File: config.mk
export PLATFORM = sky130hd
export DESIGN_NAME = pipe_stage_reg_flat
export DESIGN_NICKNAME = d
export VERILOG_FILES = /design/src/rtl/pipe_stage_reg_if.sv /design/src/rtl/pipe_stage_reg.sv /design/src/flat_wrapper.sv
export SDC_FILE = /design/constraint.sdc
export NUM_CORES = 1
export LEC_CHECK = 0
export ABC_AREA = 0
export ABC_CLOCK_PERIOD_IN_PS = 63300
export CAP_MARGIN = 20
export CORE_AREA = 3 3 280 282
export CTS_CLUSTER_SIZE = 14
export DETAILED_ROUTE_END_ITERATION = 10
export DIE_AREA = 0 0 283 285
export SYNTH_ARGS = -nofsm -noshare
export SYNTH_HDL_FRONTEND = slang
export SYNTH_SLANG_ARGS = --single-unit
File: constraint.sdc
create_clock -name clk -period 63.3 [get_ports clk]
set_clock_uncertainty 0.2 [all_clocks]
set_input_delay 12.66 -clock clk [delete_from_list [all_inputs] [get_ports clk]]
set_output_delay 12.66 -clock clk [all_outputs]
set_load 0.005 [all_outputs]
File: src/rtl/pipe_stage_reg_if.sv
// Beat bus between two pipeline stages: valid/ready handshake carrying a
// control bundle and a datapath bundle. The producer side uses the master
// modport and the consumer side uses the slave modport.
interface pipe_stage_reg_if #(
  parameter int CTRL_W = 11,
  parameter int DATA_W = 326
);
  logic              valid;
  logic              ready;
  logic [CTRL_W-1:0] ctrl;
  logic [DATA_W-1:0] data;

  modport master (output valid, output ctrl, output data, input ready);
  modport slave  (input valid, input ctrl, input data, output ready);
endinterface

File: src/rtl/pipe_stage_reg.sv
// Elastic pipeline-stage register for one boundary of the MIPS datapath.
// Holds up to two beats (main + skid) when SKID=1, or one beat with a
// combinational ready when SKID=0. A flush turns the stage into a bubble,
// and two saturating counters track stall and bubble cycles.
module pipe_stage_reg #(
  parameter int                CTRL_W      = 11,
  parameter int                DATA_W      = 326,
  parameter logic [CTRL_W-1:0] BUBBLE_CTRL = '0,
  parameter bit                SKID        = 1'b1,
  parameter int                CNT_W       = 16
) (
  input  logic                 clk,
  input  logic                 rst,
  pipe_stage_reg_if.slave      i_up,
  pipe_stage_reg_if.master     o_dn,
  input  logic                 flush,
  output logic [1:0]           occupancy,
  output logic [CNT_W-1:0]     stall_cnt,
  output logic [CNT_W-1:0]     bubble_cnt
);

  // Counter increment that sticks at all-ones.
  function automatic logic [CNT_W-1:0] sat_inc(input logic [CNT_W-1:0] v);
    return (&v) ? v : v + CNT_W'(1);
  endfunction

  logic              r_main_vld_p1;
  logic [CTRL_W-1:0] r_main_ctrl_p1;
  logic [DATA_W-1:0] r_main_data_p1;
  logic              r_skid_vld_p1;
  logic [CTRL_W-1:0] r_skid_ctrl_p1;
  logic [DATA_W-1:0] r_skid_data_p1;
  logic              r_in_ready;
  logic [1:0]        r_occ;
  logic [CNT_W-1:0]  r_stall_cnt;
  logic [CNT_W-1:0]  r_bubble_cnt;

  logic              w_in_ready;
  logic              w_acc;
  logic              w_emit;
  logic              w_main_vld_n;
  logic [CTRL_W-1:0] w_main_ctrl_n;
  logic [DATA_W-1:0] w_main_data_n;
  logic              w_skid_vld_n;
  logic [CTRL_W-1:0] w_skid_ctrl_n;
  logic [DATA_W-1:0] w_skid_data_n;
  logic [1:0]        w_occ_n;

  // ---- handshake qualification (pre-edge state, input side p0) ----
  // With a skid entry, ready is the registered "skid empty" flag; without it,
  // ready looks through to the downstream ready so the single entry can be
  // replaced on the same edge it drains. Reset forces ready low in both cases.
  assign w_in_ready = SKID ? (r_in_ready & ~rst)
                           : ((~r_main_vld_p1 | o_dn.ready) & ~rst);
  assign w_acc      = i_up.valid & w_in_ready;
  assign w_emit     = r_main_vld_p1 & o_dn.ready;

  // Next-state selection for main and skid entries; flush drops everything,
  // including a beat handshaked in the same cycle.
  always_comb begin
    w_main_vld_n  = r_main_vld_p1;
    w_main_ctrl_n = r_main_ctrl_p1;
    w_main_data_n = r_main_data_p1;
    w_skid_vld_n  = r_skid_vld_p1;
    w_skid_ctrl_n = r_skid_ctrl_p1;
    w_skid_data_n = r_skid_data_p1;
    if (flush) begin
      w_main_vld_n = 1'b0;
      w_skid_vld_n = 1'b0;
    end else if (r_skid_vld_p1) begin
      // Skid full means ready was low, so only a drain can happen here.
      if (w_emit) begin
        w_main_vld_n  = 1'b1;
        w_main_ctrl_n = r_skid_ctrl_p1;
        w_main_data_n = r_skid_data_p1;
        w_skid_vld_n  = 1'b0;
      end
    end else if (w_acc) begin
      if (!r_main_vld_p1 || w_emit) begin
        w_main_vld_n  = 1'b1;
        w_main_ctrl_n = i_up.ctrl;
        w_main_data_n = i_up.data;
      end else if (SKID) begin
        w_skid_vld_n  = 1'b1;
        w_skid_ctrl_n = i_up.ctrl;
        w_skid_data_n = i_up.data;
      end
    end else if (w_emit) begin
      w_main_vld_n = 1'b0;
    end
  end

  assign w_occ_n = {1'b0, w_main_vld_n} + {1'b0, w_skid_vld_n};

  // ---- stage register boundary (p1) ----
  // Entry valids, main payload, ready flag, occupancy and counters.
  always_ff @(posedge clk) begin
    if (rst) begin
      r_main_vld_p1  <= 1'b0;
      r_skid_vld_p1  <= 1'b0;
      r_main_ctrl_p1 <= BUBBLE_CTRL;
      r_main_data_p1 <= '0;
      r_in_ready     <= 1'b1;
      r_occ          <= 2'd0;
      r_stall_cnt    <= '0;
      r_bubble_cnt   <= '0;
    end else begin
      r_main_vld_p1  <= w_main_vld_n;
      r_skid_vld_p1  <= w_skid_vld_n;
      r_main_ctrl_p1 <= w_main_ctrl_n;
      r_main_data_p1 <= w_main_data_n;
      r_in_ready     <= ~w_skid_vld_n;
      r_occ          <= w_occ_n;
      if (r_main_vld_p1 && !o_dn.ready)
        r_stall_cnt  <= sat_inc(r_stall_cnt);
      if (!r_main_vld_p1)
        r_bubble_cnt <= sat_inc(r_bubble_cnt);
    end
  end

  // Skid payload needs no reset; its valid bit guards every use.
  always_ff @(posedge clk) begin
    r_skid_ctrl_p1 <= w_skid_ctrl_n;
    r_skid_data_p1 <= w_skid_data_n;
  end

  // ---- output side ----
  // An empty stage presents the bubble control word so downstream write
  // enables stay off; the datapath bundle simply holds its last value.
  assign i_up.ready = w_in_ready;
  assign o_dn.valid = r_main_vld_p1;
  assign o_dn.ctrl  = r_main_vld_p1 ? r_main_ctrl_p1 : BUBBLE_CTRL;
  assign o_dn.data  = r_main_data_p1;
  assign occupancy  = r_occ;
  assign stall_cnt  = r_stall_cnt;
  assign bubble_cnt = r_bubble_cnt;

endmodule
File: src/flat_wrapper.sv
// flat-port wrapper written by rule: the top's interface ports become plain ports
module pipe_stage_reg_flat 
#(
  parameter int                CTRL_W      = 11,
  parameter int                DATA_W      = 326,
  parameter logic [CTRL_W-1:0] BUBBLE_CTRL = '0,
  parameter bit                SKID        = 1'b1,
  parameter int                CNT_W       = 16
)
  (clk, rst, flush, occupancy, stall_cnt, bubble_cnt, i_up_valid, i_up_ctrl, i_up_data, i_up_ready, o_dn_valid, o_dn_ctrl, o_dn_data, o_dn_ready);
  pipe_stage_reg_if #(.CTRL_W(CTRL_W), .DATA_W(DATA_W)) i_up_i ();
  pipe_stage_reg_if #(.CTRL_W(CTRL_W), .DATA_W(DATA_W)) o_dn_i ();
  input  logic clk;
  input  logic rst;
  input  logic flush;
  output logic [1:0] occupancy;
  output logic [CNT_W-1:0] stall_cnt;
  output logic [CNT_W-1:0] bubble_cnt;
  input wire logic [$bits(i_up_i.valid)-1:0] i_up_valid;
  input wire logic [$bits(i_up_i.ctrl)-1:0] i_up_ctrl;
  input wire logic [$bits(i_up_i.data)-1:0] i_up_data;
  output wire logic [$bits(i_up_i.ready)-1:0] i_up_ready;
  output wire logic [$bits(o_dn_i.valid)-1:0] o_dn_valid;
  output wire logic [$bits(o_dn_i.ctrl)-1:0] o_dn_ctrl;
  output wire logic [$bits(o_dn_i.data)-1:0] o_dn_data;
  input wire logic [$bits(o_dn_i.ready)-1:0] o_dn_ready;
  assign i_up_i.valid = i_up_valid;
  assign i_up_i.ctrl = i_up_ctrl;
  assign i_up_i.data = i_up_data;
  assign i_up_ready = i_up_i.ready;
  assign o_dn_valid = o_dn_i.valid;
  assign o_dn_ctrl = o_dn_i.ctrl;
  assign o_dn_data = o_dn_i.data;
  assign o_dn_i.ready = o_dn_ready;
  pipe_stage_reg #(.CTRL_W(CTRL_W), .DATA_W(DATA_W), .BUBBLE_CTRL(BUBBLE_CTRL), .SKID(SKID), .CNT_W(CNT_W)) u_core (.clk(clk), .rst(rst), .i_up(i_up_i), .o_dn(o_dn_i), .flush(flush), .occupancy(occupancy), .stall_cnt(stall_cnt), .bubble_cnt(bubble_cnt));
endmodule
# Word-level counts from Yosys, hierarchy flattened
# Index checks and enable logic that the tools add are counted.
# word_totals
regBits,711
output_inout_bits,373
# classes
add_sub_neg,3
n_eq_ne,1
mux,20
bitwise,11
reduce_logical,12
# op_table
operator,n
$mux 326,4
$mux 11,5
$add 16x1->16 const B,2
$reduce_and 16->1,2
$mux 1,11
$not 1->1,8
$reduce_and 4->1,2
$reduce_and 2->1,2
$reduce_bool 2->1,2
$and 1x1->1,3
$add 1x1->2,1
$logic_not 1->1,2
$ne 2x2->1 const B,1
$logic_and 1x1->1,1
$logic_or 1x1->1,1

# Longest topological paths before layout
# Gate-level depths: netlist of run 1.
# depth
depth_word,7
depth_mapped,7
ltp_nobuf,6

# Worst setup path before layout of run 1
# No wires, ideal clock.
# synth_path
path_type,input to register
startpoint,input rst
endpoint,"register u_core.r_skid_ctrl_p1[0], enable pin"
setup_time_ps,1448
arrival_time_ps,35900
required_ps,61652
setup_slack_ps,25752
path_stages,3
path_cell_list,clkbuf_1 > nand4bb_1 > nor3_1
# synth_between
elab_chain_len,4
# synth_rtl
item,line,rtl
"start, declared",flat_wrapper.sv:14,input logic rst;
$not 1->1,n/a,
$and 1x1->1,pipe_stage_reg.sv:53,assign w_in_ready = SKID ? (r_in_ready & ~rst)
$and 1x1->1,pipe_stage_reg.sv:55,assign w_acc = i_up.valid & w_in_ready;
$reduce_and 4->1 (no line),n/a,
"end signal, assigned",pipe_stage_reg.sv:123,r_skid_ctrl_p1 <= w_skid_ctrl_n;
"end, declared",pipe_stage_reg.sv:31,logic [CTRL_W-1:0] r_skid_ctrl_p1;
# Every way passes these cells.
# A chain may end at the register's enable or synchronous reset.

# Worst setup path after layout of run 1
# layout_path
startpoint,input rst
endpoint,output i_up_ready
# layout_between
elab_chain_len,2
# layout_rtl
item,line,rtl
$not 1->1,n/a,
$and 1x1->1,pipe_stage_reg.sv:53,
"end, declared",flat_wrapper.sv:22,output wire logic [$bits(i_up_i.ready)-1:0] i_up_ready;
# Every way passes these cells.

==> flow_metrics.py, run 1 <==
metrics = {
    "detailed_routing": {
        "drt-initial-drc-count": 873,
        "wl_per_cell_um": 20.1,
        "drc": 0,
        "ant_nets": 0,
        "first_pass_iters": 5,
        "vias": 18800,
        "via_per_inst": 4.91,
        "finalWirelength_um": 77100,
    },
    "placed_design": {
        "io_buffers": 714,
        "hpwl_um": 52200,
        "gp_congestion": 0.812,
    },
    "critical_path": {
        "cp_top_family": "buffers and inverters",
        "cp_data_required_time_ps": 50440,
        "cp_num_buf_inv": 2,
        "worstPathMaxFanout": 65,
        "worstPathCellList": "buf_8, nor2b_1, clkdlybuf4s50_1",
        "endpoint_kind": "primary output",
        "worstSetupPathType": "input pin to primary output",
        "r2r-start": "u_core.r_skid_vld_p1$_SDFF_PP0_",
        "arrival_ps": 13640,
        "r2r_end": "u_core.o_dn.data[179]$_SDFFE_PP0P_",
        "worst-path-stages": 3,
        "cpMaxStageDelayCell": "clkdlybuf4s50_1",
        "slowest_delay_ps": 470,
        "ff2ff_path_depth": 7,
        "r2r_slack_ps": 58360,
        "startpoint": "rst",
        "cp-start-kind": "input pin",
        "crit_end": "i_up_ready",
    },
    "sta": {
        "timing.final.crit_share_pct": 41.9,
        "worst_pin_slew_ps": 1150,
        "tns_ps": 0,
        "holdWs_ps": 296,
        "setup_viol": 0,
        "max_freq_ghz": 0.0377,
        "rsz0062_at_grt": "no",
        "period_needed_ps": 26500,
        "finalHoldViolCount": 0,
        "relSlewSlack_pct": 23.2,
        "drv_slew": 0,
    },
    "global_route": {
        "grt-ovfl-total": 0,
        "antenna_found_initial": 13,
        "grt_pass1_wl_um": 117000,
        "grt_max_degree": 242,
        "grt.total_usage_pct": 18.4,
        "grt_pass1_vias": 18800,
    },
    "synth": {
        "yosysUniqueCellTypes": 40,
        "yosysSeqAreaShare_pct": 66.1,
        "synth_top_cell_area_share_pct": 38.0,
        "synth_area_um2": 26600,
        "avgSynthCellArea_um2": 12.8,
        "synth_top_cell_by_area": "edfxtp_1",
        "synthTopCellsByArea": "edfxtp_1 (38%), dfxtp_1 (28%), mux2i_1 (13%)",
        "synthTopCellsByCount": "dfxtp_1 (374), nor2_1 (353), a211oi_1 (339), mux2i_1 (338), edfxtp_1 (337)",
        "synthArstFlopShare_pct": 0,
        "postSynthCellCount": 2078,
        "synth_ff_type": "dfxtp_1",
        "synth_nets": 2423,
        "yosys_warnings": 0,
        "synth_seq_cells": 711,
        "synth_edf_count": 337,
        "yosysMostFrequentCell": "dfxtp_1",
    },
    "die": {
        "row_count": 101,
        "die-area_um2": 80700,
        "fp.dieW_um": 283,
        "start_util_pct": 35.1,
        "core_um2": 75900,
        "die_h_um": 285,
        "io_pins": 715,
    },
    "finish": {
        "drive_gt1_share_pct": 5.04,
        "area_delta_synth_final_pct": 39.3,
        "fin_nets": 3077,
    },
    "min_path": {
        "holdCritPathClass": "register to register",
        "min_path_cells": 2,
    },
    "status": {
        "status": "completed",
    },
    "power": {
        "power.leakage_nw": 11.5,
        "powerDensity_nw_per_um2": 27.6,
        "peakVddDrop_v": 0.0000187,
    },
    "cts": {
        "cts_max_level": 3,
        "postCtsSetupRepairBufs": 0,
        "cts_buffer_depth": 3,
        "cts_resized": 0,
        "postCtsHoldBufs": 0,
        "cts_buffers": 80,
        "clk_latency_ps": 610,
        "clkTransAtPathRegs_ps": 60,
        "cts_tree": "done",
        "root_buffer": "clkbuf_16",
        "cts_sinks": 711,
    },
    "run": {
        "drv_cap": 0,
    },
}
-- kinds of logic after synthesis --
group | Yosys count | synth area share, %
AOI/OAI and AO/OA | 391 | 10.7
adders and majority gates | 3 | 0.141
buffers and inverters | 168 | 2.67
DFF | 711 | 66.1
muxes | 344 | 13.0
and+or+nand+nor | 461 | 7.43
-- where the power goes --
part	switching [W]	total, W	internal, W
sequential	0.00000668	0.000500	0.000493
combinational	0.0000361	0.0000861	0.0000500
clock	0.000186	0.000438	0.000252
-- through the flow --
step           cells  setup slack, ps  total power [W]  util [%]  area (um^2)
6_report        3838            36800          0.00102      48.9        37100
2_1_floorplan   2078            25750         0.000540         -        26600
5_1_grt         3833            36730          0.00107      48.9        37100
4_1_cts         3826            36790          0.00104      48.8        37100
3_3_place_gp    3678            36740         0.000594      45.5        34600
3_5_place_dp    3678            36790         0.000596      45.5        34600
-- per-layer routing --
metal  global-route usage (%)  vias to the layer above  routed length (um)
met2                     31.1                      546               37800
li1                         -                     9133                   -
met3                     6.87                      120                6140
met1                     22.0                     9034               31300
met4                     5.11                       10                1860
met5                        0                        -                  62
-- area by class of cell --
| class | count | area [um^2] |
|---|---|---|
| Sequential cell | 711 | 17600 |
| Clock buffer | 125 | 2290 |
| Fill cell | 6698 | 38800 |
| Tap cell | 1030 | 1290 |
| Multi-Input combinational cell | 1199 | 8330 |
| Inverter | 5 | 18.8 |
| Clock inverter | 23 | 204 |
| Antenna cell | 10 | 25.0 |
| Timing Repair Buffer | 735 | 7340 |
-- sequential cells by signal, indices dropped and copies added, names as in the netlist --
name,flops
u_core.r_skid_data_p1,326
u_core.bubble_cnt,16
u_core.o_dn.data,326
u_core.o_dn.valid,1
u_core.r_skid_ctrl_p1,11
u_core.stall_cnt,16
u_core.r_main_ctrl_p1,11
u_core.r_skid_vld_p1,1
u_core.occupancy,2
u_core.r_in_ready,1
-- placed cells by master, fill, tap and decap left out, types with 2 or more instances in the layout --
cell and n:
a211oi_1 339, a21oi_1 22, and2_1 11, and3_1 2
and4_1 3, buf_12 3, buf_4 17, clkbuf_1 33
clkbuf_16 80, clkbuf_8 12, clkdlybuf4s50_1 713, clkinv_1 8
clkinv_2 5, dfxtp_1 373, diode_2 10, edfxtp_1 337
ha_1 3, inv_1 5, inv_16 3, inv_6 4
mux2_2 6, mux2i_1 338, nand2_1 17, nand2b_1 2
nand3_1 9, nand4_1 12, nor2_1 353, nor2b_1 11
nor3_1 8, nor4_1 4, o21ai_0 12, o31ai_1 11
or2_2 2, or3_1 9, or4_1 11
-- worst min path at each step --
stage	start	endpoint	slack [ps]
global route	u_core.r_main_ctrl_p1[3]$_SDFFE_PP0P_	u_core.r_main_ctrl_p1[3]$_SDFFE_PP0P_	310
floorplan	u_core.r_main_ctrl_p1[0]$_SDFFE_PP0P_	u_core.r_main_ctrl_p1[0]$_SDFFE_PP0P_	270
CTS	u_core.o_dn.data[203]$_SDFFE_PP0P_	u_core.o_dn.data[203]$_SDFFE_PP0P_	300
finish	u_core.o_dn.data[96]$_SDFFE_PP0P_	u_core.o_dn.data[96]$_SDFFE_PP0P_	300
global placement	u_core.r_main_ctrl_p1[3]$_SDFFE_PP0P_	u_core.r_main_ctrl_p1[3]$_SDFFE_PP0P_	280
detailed placement	u_core.o_dn.data[203]$_SDFFE_PP0P_	u_core.o_dn.data[203]$_SDFFE_PP0P_	290
-- worst min-delay path: stages, from the launching register on --
cell      delay (ps)
dfxtp_1          310
nor2_1            90
a211oi_1          50
Power figures use the tool's default switching activity.
==> run 2, diff against run 1 <==
--- a/config.mk
+++ b/config.mk
@@ -6,7 +6,7 @@
 export NUM_CORES = 1
 export LEC_CHECK = 0
 export ABC_AREA = 0
-export ABC_CLOCK_PERIOD_IN_PS = 63300
+export ABC_CLOCK_PERIOD_IN_PS = 22200
 export CAP_MARGIN = 20
 export CORE_AREA = 3 3 280 282
 export CTS_CLUSTER_SIZE = 14
==> constraint.sdc (replaced) <==
create_clock -name clk -period 22.2 [get_ports clk]
set_clock_uncertainty 0.2 [all_clocks]
set_input_delay 4.44 -clock clk [delete_from_list [all_inputs] [get_ports clk]]
set_output_delay 4.44 -clock clk [all_outputs]
set_load 0.005 [all_outputs]
==> run 2 against run 1 <==
Effect of this change: sequential power rose to 2.9 times the previous value; global-route usage up 0.20 points; via count down 0.17%; worst hold slack about the same; clock-buffer cell count down 9; highest routed layer unchanged.
==> flow_metrics.py, run 2 (synthesis gave the netlist of run 1 again) <==
metrics = {
    "placed_design": {
        "dp_cells": 3678,
        "hpwl_um": 53500,
        "post-place-ws_ps": 12230,
        "gp_congestion": 0.800,
        "io_buffers": 714,
    },
    "detailed_routing": {
        "finalWirelength_um": 78600,
        "first_pass_iters": 5,
        "ant_nets": 0,
        "via_per_inst": 4.91,
        "drc": 0,
        "drt-initial-drc-count": 916,
        "vias": 18800,
        "wl_per_cell_um": 20.5,
    },
    "finish": {
        "area_delta_synth_final_pct": 39.4,
        "final_common_cell": "clkdlybuf4s50_1",
        "num-fill-cells": 6688,
        "fin_cells": 3834,
        "drive_gt1_share_pct": 4.95,
        "fin_nets": 3077,
        "final_cell_mix": "clkdlybuf4s50_1 (713), dfxtp_1 (373), nor2_1 (353)",
        "postLayoutCoreUtil_pct": 48.9,
        "multi_input_area_um2": 8340,
        "register_area_um2": 17600,
    },
    "sta": {
        "finalHoldViolCount": 0,
        "setup_viol": 0,
        "worst_pin_slew_ps": 1180,
        "tns_ps": 0,
        "timing.final.crit_share_pct": 44.9,
        "relSlewSlack_pct": 21.0,
        "holdWs_ps": 296,
        "setup_ws_ps": 12240,
        "max_freq_ghz": 0.100,
        "drv_slew": 0,
        "rsz0062_at_grt": "no",
        "period_needed_ps": 9960,
    },
    "critical_path": {
        "r2r-start": "u_core.o_dn.valid$_SDFF_PP0_",
        "slowest_delay_ps": 530,
        "cp_top_family": "buffers and inverters",
        "cp_num_buf_inv": 2,
        "endpoint_kind": "primary output",
        "worstPathMaxFanout": 22,
        "worst-path-stages": 3,
        "cp-start-kind": "input pin",
        "r2r_end": "u_core.r_skid_data_p1[105]$_DFFE_PP_",
        "cp_data_required_time_ps": 17560,
        "r2r_slack_ps": 17340,
        "worstSetupPathType": "input pin to primary output",
        "ff2ff_path_depth": 5,
        "arrival_ps": 5320,
        "startpoint": "rst",
        "worstPathCellList": "buf_8, nor2b_1, clkdlybuf4s50_1",
        "crit_end": "i_up_ready",
        "cpMaxStageDelayCell": "clkdlybuf4s50_1",
    },
    "die": {
        "row_count": 101,
        "die_h_um": 285,
        "core_um2": 75900,
        "start_util_pct": 35.1,
        "die-area_um2": 80700,
        "fp.dieW_um": 283,
        "io_pins": 715,
    },
    "power": {
        "peakVddDrop_v": 0.0000718,
        "powerDensity_nw_per_um2": 78.2,
        "power.leakage_nw": 11.5,
    },
    "cts": {
        "postCtsSetupRepairBufs": 0,
        "cts_resized": 0,
        "postCtsHoldBufs": 0,
        "cts_buffer_depth": 3,
        "clkTransAtPathRegs_ps": 50,
        "cts_buffers": 78,
        "cts_tree": "done",
        "cts_sinks": 711,
        "cts_max_level": 3,
        "clk_latency_ps": 610,
        "root_buffer": "clkbuf_16",
    },
    "run": {
        "drv_cap": 0,
    },
    "global_route": {
        "antenna_found_initial": 17,
        "grt_max_degree": 245,
        "grt_pass1_vias": 19200,
        "grt.total_usage_pct": 18.6,
        "grt_pass1_wl_um": 118000,
        "grt-ovfl-total": 0,
    },
    "status": {
        "status": "completed",
    },
    "min_path": {
        "holdCritPathClass": "register to register",
    },
}
-- run 2: layout make-up --
class	count	share of cell area [%]
flip-flops and latches	711	47.4
well taps	1030	3.47
repair buffers	737	20.0
diodes	15	0.101
clock inverters	21	0.532
clock buffers	116	5.97
multi-input cells	1199	22.5
inverters	5	0.0505
-- run 2: worst min-delay path by stage --
stage,start,endpoint,slack (ps),cells past startpoint
global placement,u_core.o_dn.data[258]$_SDFFE_PP0P_,u_core.o_dn.data[258]$_SDFFE_PP0P_,280,2
finish,u_core.o_dn.data[34]$_SDFFE_PP0P_,u_core.o_dn.data[34]$_SDFFE_PP0P_,300,2
global route,u_core.o_dn.data[211]$_SDFFE_PP0P_,u_core.o_dn.data[211]$_SDFFE_PP0P_,320,2
floorplan,u_core.r_main_ctrl_p1[0]$_SDFFE_PP0P_,u_core.r_main_ctrl_p1[0]$_SDFFE_PP0P_,270,2
detailed placement,u_core.o_dn.data[29]$_SDFFE_PP0P_,u_core.o_dn.data[29]$_SDFFE_PP0P_,290,2
CTS,u_core.o_dn.data[199]$_SDFFE_PP0P_,u_core.o_dn.data[199]$_SDFFE_PP0P_,300,2
-- run 2: worst register-to-register path, cell delays in order (launching register included) --
cell and delay, ps:
dfxtp_1 890, nand2b_1 390, nor3_4 390, buf_4 760, buf_4 860, buf_4 900
-- run 2: layer usage --
| layer | vias up | GRT usage, % | share of wire, % |
|---|---|---|---|
| li1 | 9141 | - | - |
| met1 | 8993 | 21.7 | 40 |
| met2 | 543 | 31.6 | 49 |
| met3 | 132 | 6.05 | 7.5 |
| met4 | 2 | 7.58 | 3.6 |
| met5 | - | 0 | 0.017 |
-- run 2: power breakdown --
| part | switching (W) | leakage, nW | internal, W |
|---|---|---|---|
| Combinational | 0.000105 | 4.24 | 0.000144 |
| Sequential | 0.0000191 | 6.09 | 0.00141 |
| Clock | 0.000523 | 1.17 | 0.000705 |
| Total | 0.000647 | 11.5 | 0.00226 |
-- run 2: through the flow --
stage | area, um^2 | total power, W
after floorplan | 26600 | 0.00154
after global placement | 34600 | 0.00170
after detailed placement | 34600 | 0.00170
after CTS | 37000 | 0.00294
after global routing | 37100 | 0.00301
final | 37100 | 0.00290
==> RTL edit 1, RTL diff (settings of run 1) <==
`CTRL_W` is set to 11 in 3 places; all go to 9.
--- a/src/rtl/pipe_stage_reg_if.sv
+++ b/src/rtl/pipe_stage_reg_if.sv
@@ -2,7 +2,7 @@
 // control bundle and a datapath bundle. The producer side uses the master
 // modport and the consumer side uses the slave modport.
 interface pipe_stage_reg_if #(
-  parameter int CTRL_W = 11,
+  parameter int CTRL_W = 9,
   parameter int DATA_W = 326
 );
   logic              valid;
--- a/src/rtl/pipe_stage_reg.sv
+++ b/src/rtl/pipe_stage_reg.sv
@@ -3,7 +3,7 @@
 // combinational ready when SKID=0. A flush turns the stage into a bubble,
 // and two saturating counters track stall and bubble cycles.
 module pipe_stage_reg #(
-  parameter int                CTRL_W      = 11,
+  parameter int                CTRL_W      = 9,
   parameter int                DATA_W      = 326,
   parameter logic [CTRL_W-1:0] BUBBLE_CTRL = '0,
   parameter bit                SKID        = 1'b1,
--- a/src/flat_wrapper.sv
+++ b/src/flat_wrapper.sv
@@ -1,7 +1,7 @@
 // flat-port wrapper written by rule: the top's interface ports become plain ports
 module pipe_stage_reg_flat 
 #(
-  parameter int                CTRL_W      = 11,
+  parameter int                CTRL_W      = 9,
   parameter int                DATA_W      = 326,
   parameter logic [CTRL_W-1:0] BUBBLE_CTRL = '0,
   parameter bit                SKID        = 1'b1,
Interface: changed (resized i_up_ctrl and o_dn_ctrl); port bits go from 715 to 711. No check against the original RTL was run, so the function may have changed too.
==> RTL edit 1 against run 1 <==
  * Area after synthesis is 0.59% lower
  * Non-clock buffer count is 11 lower
  * Synthesized cell count is 1.2% lower
  * Sequential cell count is 4 lower
  * Routed wire length is 3.0% higher
  * Core utilization hardly changed
  * Setup slack worse by 0.18 ns
  * Cell area hardly changed
  * Power is 2.1% higher
  * Critical endpoint unchanged
  * Largest cell class unchanged
  * Largest power group unchanged
  * Highest routed layer unchanged
==> RTL edit 1: results (changes against run 1) <==
- Status: complete, no violations
- WP data arrival: 13.82 ns (+0.18 ns)
- Post-synthesis sequential area ratio: 66.1% (about the same)
- Post-CTS Resized: 0 (unchanged)
- YS warnings: 0 (unchanged)
- Met2 Use GR: 31.6% (+0.48 points)
- Worst hold path type: reg -> reg
- Worst-margin pin slew: 1.25 ns (+0.0955 ns)
- Met3 Use GR: 5.88% (-1.0 points)
- # H-tree levels: 3 (unchanged)
- Global Route met1 Usage: 22.0% (about the same)
- Worst-Skew Late Latency: 0.61 ns (about the same)
- Largest net degree at the start of global routing: 242 (unchanged)
- Clock transition at path regs: 0.05 ns
- Dpl hpwl: 54.1 mm (+3.6%)
- Post-synth EDFFs: 335 (-0.59%)
- CTS Buf Count: 79 (-1.3%)
- Pleak: 11.5 nW (+0.21%)
- Clock Root Buffer: clkbuf_16
- RePlAce Congestion: 0.808 (-0.60%)
- Top_reg_cell synth: dfxtp_1
- Area contributors post-synth: edfxtp_1, dfxtp_1, mux2i_1, a211oi_1, nor2_1
- First-pass GRT wire length: 119 mm (+1.3%)
- Vias in the first global route: 19.0k (+1.2%)
- Synth unique cells: 49 (+23%)
- Fillers: 6716 (+0.27%)
- Number of setup buffers added after CTS: 0 (unchanged)
- Syn nets: 2397 (-1.1%)
- Number of buffers added on ports: 710 (-0.56%)
- Worst-path fanout max: 72 (+11%)
- Ys async rst share: 0% (unchanged)
- Initial antenna violation count: 21 (+8)
- Most common cell in the netlist: dfxtp_1
- Vias/cell: 4.93 (+0.48%)
- Total Routing Usage GR: 18.9% (+0.44 points)
- Final WL: 79.5 mm (+3.0%)
- Worst vdd ir: 0.0199 mV (+6.7%)
- Detailed Routing Iterations Pass 1: 4 (-1)
- Top post-synthesis cells by count: dfxtp_1, nor2_1, a211oi_1, mux2i_1, edfxtp_1
- Net count reported at finish: 3041 (-1.2%)
- GR peak layer: met2
- Drt first-iter violations: 789 (-9.6%)
- Max Root-Sink Buffers: 3 (unchanged)
- Share of cells above drive strength 1: 5.36% (+0.32 points)
==> RTL edit 1: critical path, stage by stage <==
cell and delay (ns):
buf_8 0.23, nor2b_1 0.33, clkdlybuf4s50_1 0.57
==> RTL edit 1: kinds of logic (layout without fill, tap and decap cells) <==
group                    after synthesis  count (layout)  synth area share, %
flip-flops                           707             707                 66.1
AND/OR/NAND/NOR                      450             450                 7.27
AO/OA/AOI/OAI                        383             383                 10.7
multiplexers                         341             341                 12.9
buffers and inverters                166             874                 2.72
XOR/XNOR                               4               4                0.132
adder cells (fa/ha/maj)                3               3                0.142
other                                  0              20                    0
==> RTL edit 1: layout make-up <==
cell class | instances | share of cell area, %
Clock buffer | 116 | 6.11
Inverter | 5 | 0.0506
Multi-Input combinational cell | 1181 | 22.3
Sequential cell | 707 | 47.2
Timing Repair Buffer | 724 | 19.7
Tap cell | 1030 | 3.48
Clock inverter | 29 | 0.965
Antenna cell | 20 | 0.135
==> RTL edit 1: worst paths after layout <==
path	start	end	slack, ns	depth (start not counted)
worst max register to register	u_core.r_skid_vld_p1	u_core.o_dn.data[194]	58.30	8
worst max-delay path	rst	i_up_ready	36.62	3
worst min-delay path	u_core.r_main_ctrl_p1[2]	u_core.r_main_ctrl_p1[2]	0.29	2
worst min register to register	u_core.r_main_ctrl_p1[2]	u_core.r_main_ctrl_p1[2]	0.29	2
==> RTL edit 1: per-stage QoR <==
step / total power, mW / instance area [µm²] / setup WS (ns) / instances / util (%)
2_1_floorplan: 0.537 / 26500 / 25.89 / 2054 / -
3_3_place_gp: 0.591 / 34400 / 36.62 / 3645 / 45.3
3_5_place_dp: 0.594 / 34400 / 36.62 / 3645 / 45.3
4_1_cts: 1.06 / 37000 / 36.60 / 3790 / 48.7
5_1_grt: 1.09 / 37100 / 36.57 / 3811 / 48.8
6_report: 1.05 / 37100 / 36.62 / 3812 / 48.8
==> RTL edit 1: report_power, final <==
group          switching, mW  leakage [nW]  internal [mW]
Sequential           0.00661          6.05          0.491
Clock                  0.187          1.29          0.275
Combinational         0.0364          4.19         0.0501
==> RTL edit 1: per-layer routing <==
| metal | up-vias | wire length (µm) |
|---|---|---|
| met1 | 9097 | 31700 |
| met3 | 133 | 5150 |
| met2 | 517 | 39400 |
| met4 | 2 | 3190 |
| met5 | - | 12 |
| li1 | 9057 | - |
==> RTL edit 2, RTL diff (settings of run 1) <==
Made on the original files. Make the reset (`rst`) asynchronous in one clocked block.
--- a/src/rtl/pipe_stage_reg.sv
+++ b/src/rtl/pipe_stage_reg.sv
@@ -94,7 +94,7 @@
 
   // ---- stage register boundary (p1) ----
   // Entry valids, main payload, ready flag, occupancy and counters.
-  always_ff @(posedge clk) begin
+  always_ff @(posedge clk or posedge rst) begin
     if (rst) begin
       r_main_vld_p1  <= 1'b0;
       r_skid_vld_p1  <= 1'b0;
Check against the original RTL: not settled (the Yosys comparison gave no result); the edit may change what the design does.
==> RTL edit 2 against run 1 <==
  * Synthesized cell count is 5.1% lower
  * Global-route usage grew 0.31 points
  * Sequential share of layout area increased by 3.9 points
  * Core utilization increased by 1.1 points
  * Setup slack lost 0.32 ns
  * First-iteration DRC count rose by 0.23%
  * Die area stayed put
  * Routed wire length is 1.1% higher
  * Cell area rose by 2.3%
  * Area after synthesis is 2.2% higher
  * Sequential cell count did not move
  * Critical path depth unchanged
Power is not compared: it rests on default switching activity, and its combinational part moved more than twofold at a synthesized area within 25%.
==> RTL edit 2: results (changes against run 1) <==
- Status: complete, no violations
- Worst Reg-to-Reg Cells: 8 (+1)
- Placed cell area: 35400 µm² (+2.2%)
- Initial antenna violation count: 21 (+8)
- NonClk Buf Share: 19.4% (-0.42 points)
- Synth unique cells: 41 (+2.5%)
- Total Routing Usage GR: 18.7% (+0.31 points)
- Min-delay src: u_core.bubble_cnt[15]
- Worst-path fanout max: 3 (-95%)
- Non-clk invs: 4 (-1)
- Detailed Routing Iterations Pass 1: 7 (+2)
- Placed insts: 3621 (-1.5%)
- Worst Hold Path Cells: 1 (-1)
- WL per Instance: 20.6 µm (+2.5%)
- Plain + repair buffers: 734 (-0.14%)
- Global Route met1 Usage: 21.9% (-0.096 points)
- Clock-cell share of area: 6.71% (-0.015 points)
- Met2 WL: 39.2 mm (+3.8%)
- Top post-synthesis cells by count: dfrtp_1, nor2_1, a21oi_1, edfxtp_1, mux2i_1
- Met3 Use GR: 6.31% (-0.56 points)
- First-pass GRT wire length: 118 mm (+0.29%)
- Reg2Reg Capture Point: u_core.o_dn.data[62]
- Metal3 WL: 5.96 mm (-3.0%)
- Syn nets: 2318 (-4.3%)
- Ys async rst share: 52.6% (+53 points)
- Most common cell in the netlist: dfrtp_1
- WP data arrival: 13.96 ns (+0.32 ns)
- R2R Setup Slk: 58.13 ns (-0.23 ns)
- Vias in the first global route: 18.9k (+0.80%)
- Area contributors post-synth: edfxtp_1, dfrtp_1, mux2i_1, a21oi_1, nor2_1
- Vias/cell: 4.80 (-2.1%)
- CLK BUF: 119 (-4.8%)
- Seq cells: 711 (unchanged)
- Register area: 19500 µm² (+11%)
- M1 WL: 30.2 mm (-3.5%)
- Worst-margin pin slew: 1.11 ns (-0.0396 ns)
- Post-synthesis sequential area ratio: 71.5% (+5.4 points)
- WHS: 0.312 ns (+0.0161 ns)
- Drt first-iter violations: 875 (+0.23%)
- Average size of a mapped cell: 13.8 µm² (+7.7%)
- CTS Buf Count: 79 (-1.3%)
- WHS Endpoint: u_core.bubble_cnt[15]
- P_clk: 0.448 mW
- Antenna Cells: 15 (+5)
- RePlAce Congestion: 0.838 (+3.1%)
- Dpl hpwl: 53.5 mm (+2.4%)
- Routed vias: 18.2k (-3.5%)
- Reg2reg start: u_core.r_skid_vld_p1
- Fillers: 6591 (-1.6%)
==> RTL edit 2: how the worst max path moves through the flow <==
stage / startpoint / to / slack, ns / cells after the start
finish: rst / i_up_ready / 36.48 / 3
global route: rst / i_up_ready / 36.40 / 3
global placement: rst / i_up_ready / 36.46 / 3
CTS: rst / i_up_ready / 36.47 / 3
floorplan: rst / u_core.r_skid_ctrl_p1[0] / 25.87 / 2
detailed placement: rst / i_up_ready / 36.48 / 3
==> RTL edit 2: cells by family (layout without fill, tap and decap cells) <==
family / count (synthesis) / count (layout) / share of synthesized area (%)
flops: 711 / 711 / 71.5
simple gates: 418 / 418 / 6.35
compound gates: 359 / 359 / 6.73
mux: 342 / 342 / 12.6
buf+inv: 119 / 885 / 1.98
xor+xnor: 21 / 21 / 0.675
fa+ha+maj: 3 / 3 / 0.138
other cells: 0 / 15 / 0
==> RTL edit 2: worst max-delay path: stages <==
cell             delay [ns]
clkdlybuf4s50_1        0.53
nor2b_1                0.24
clkdlybuf4s50_1        0.54
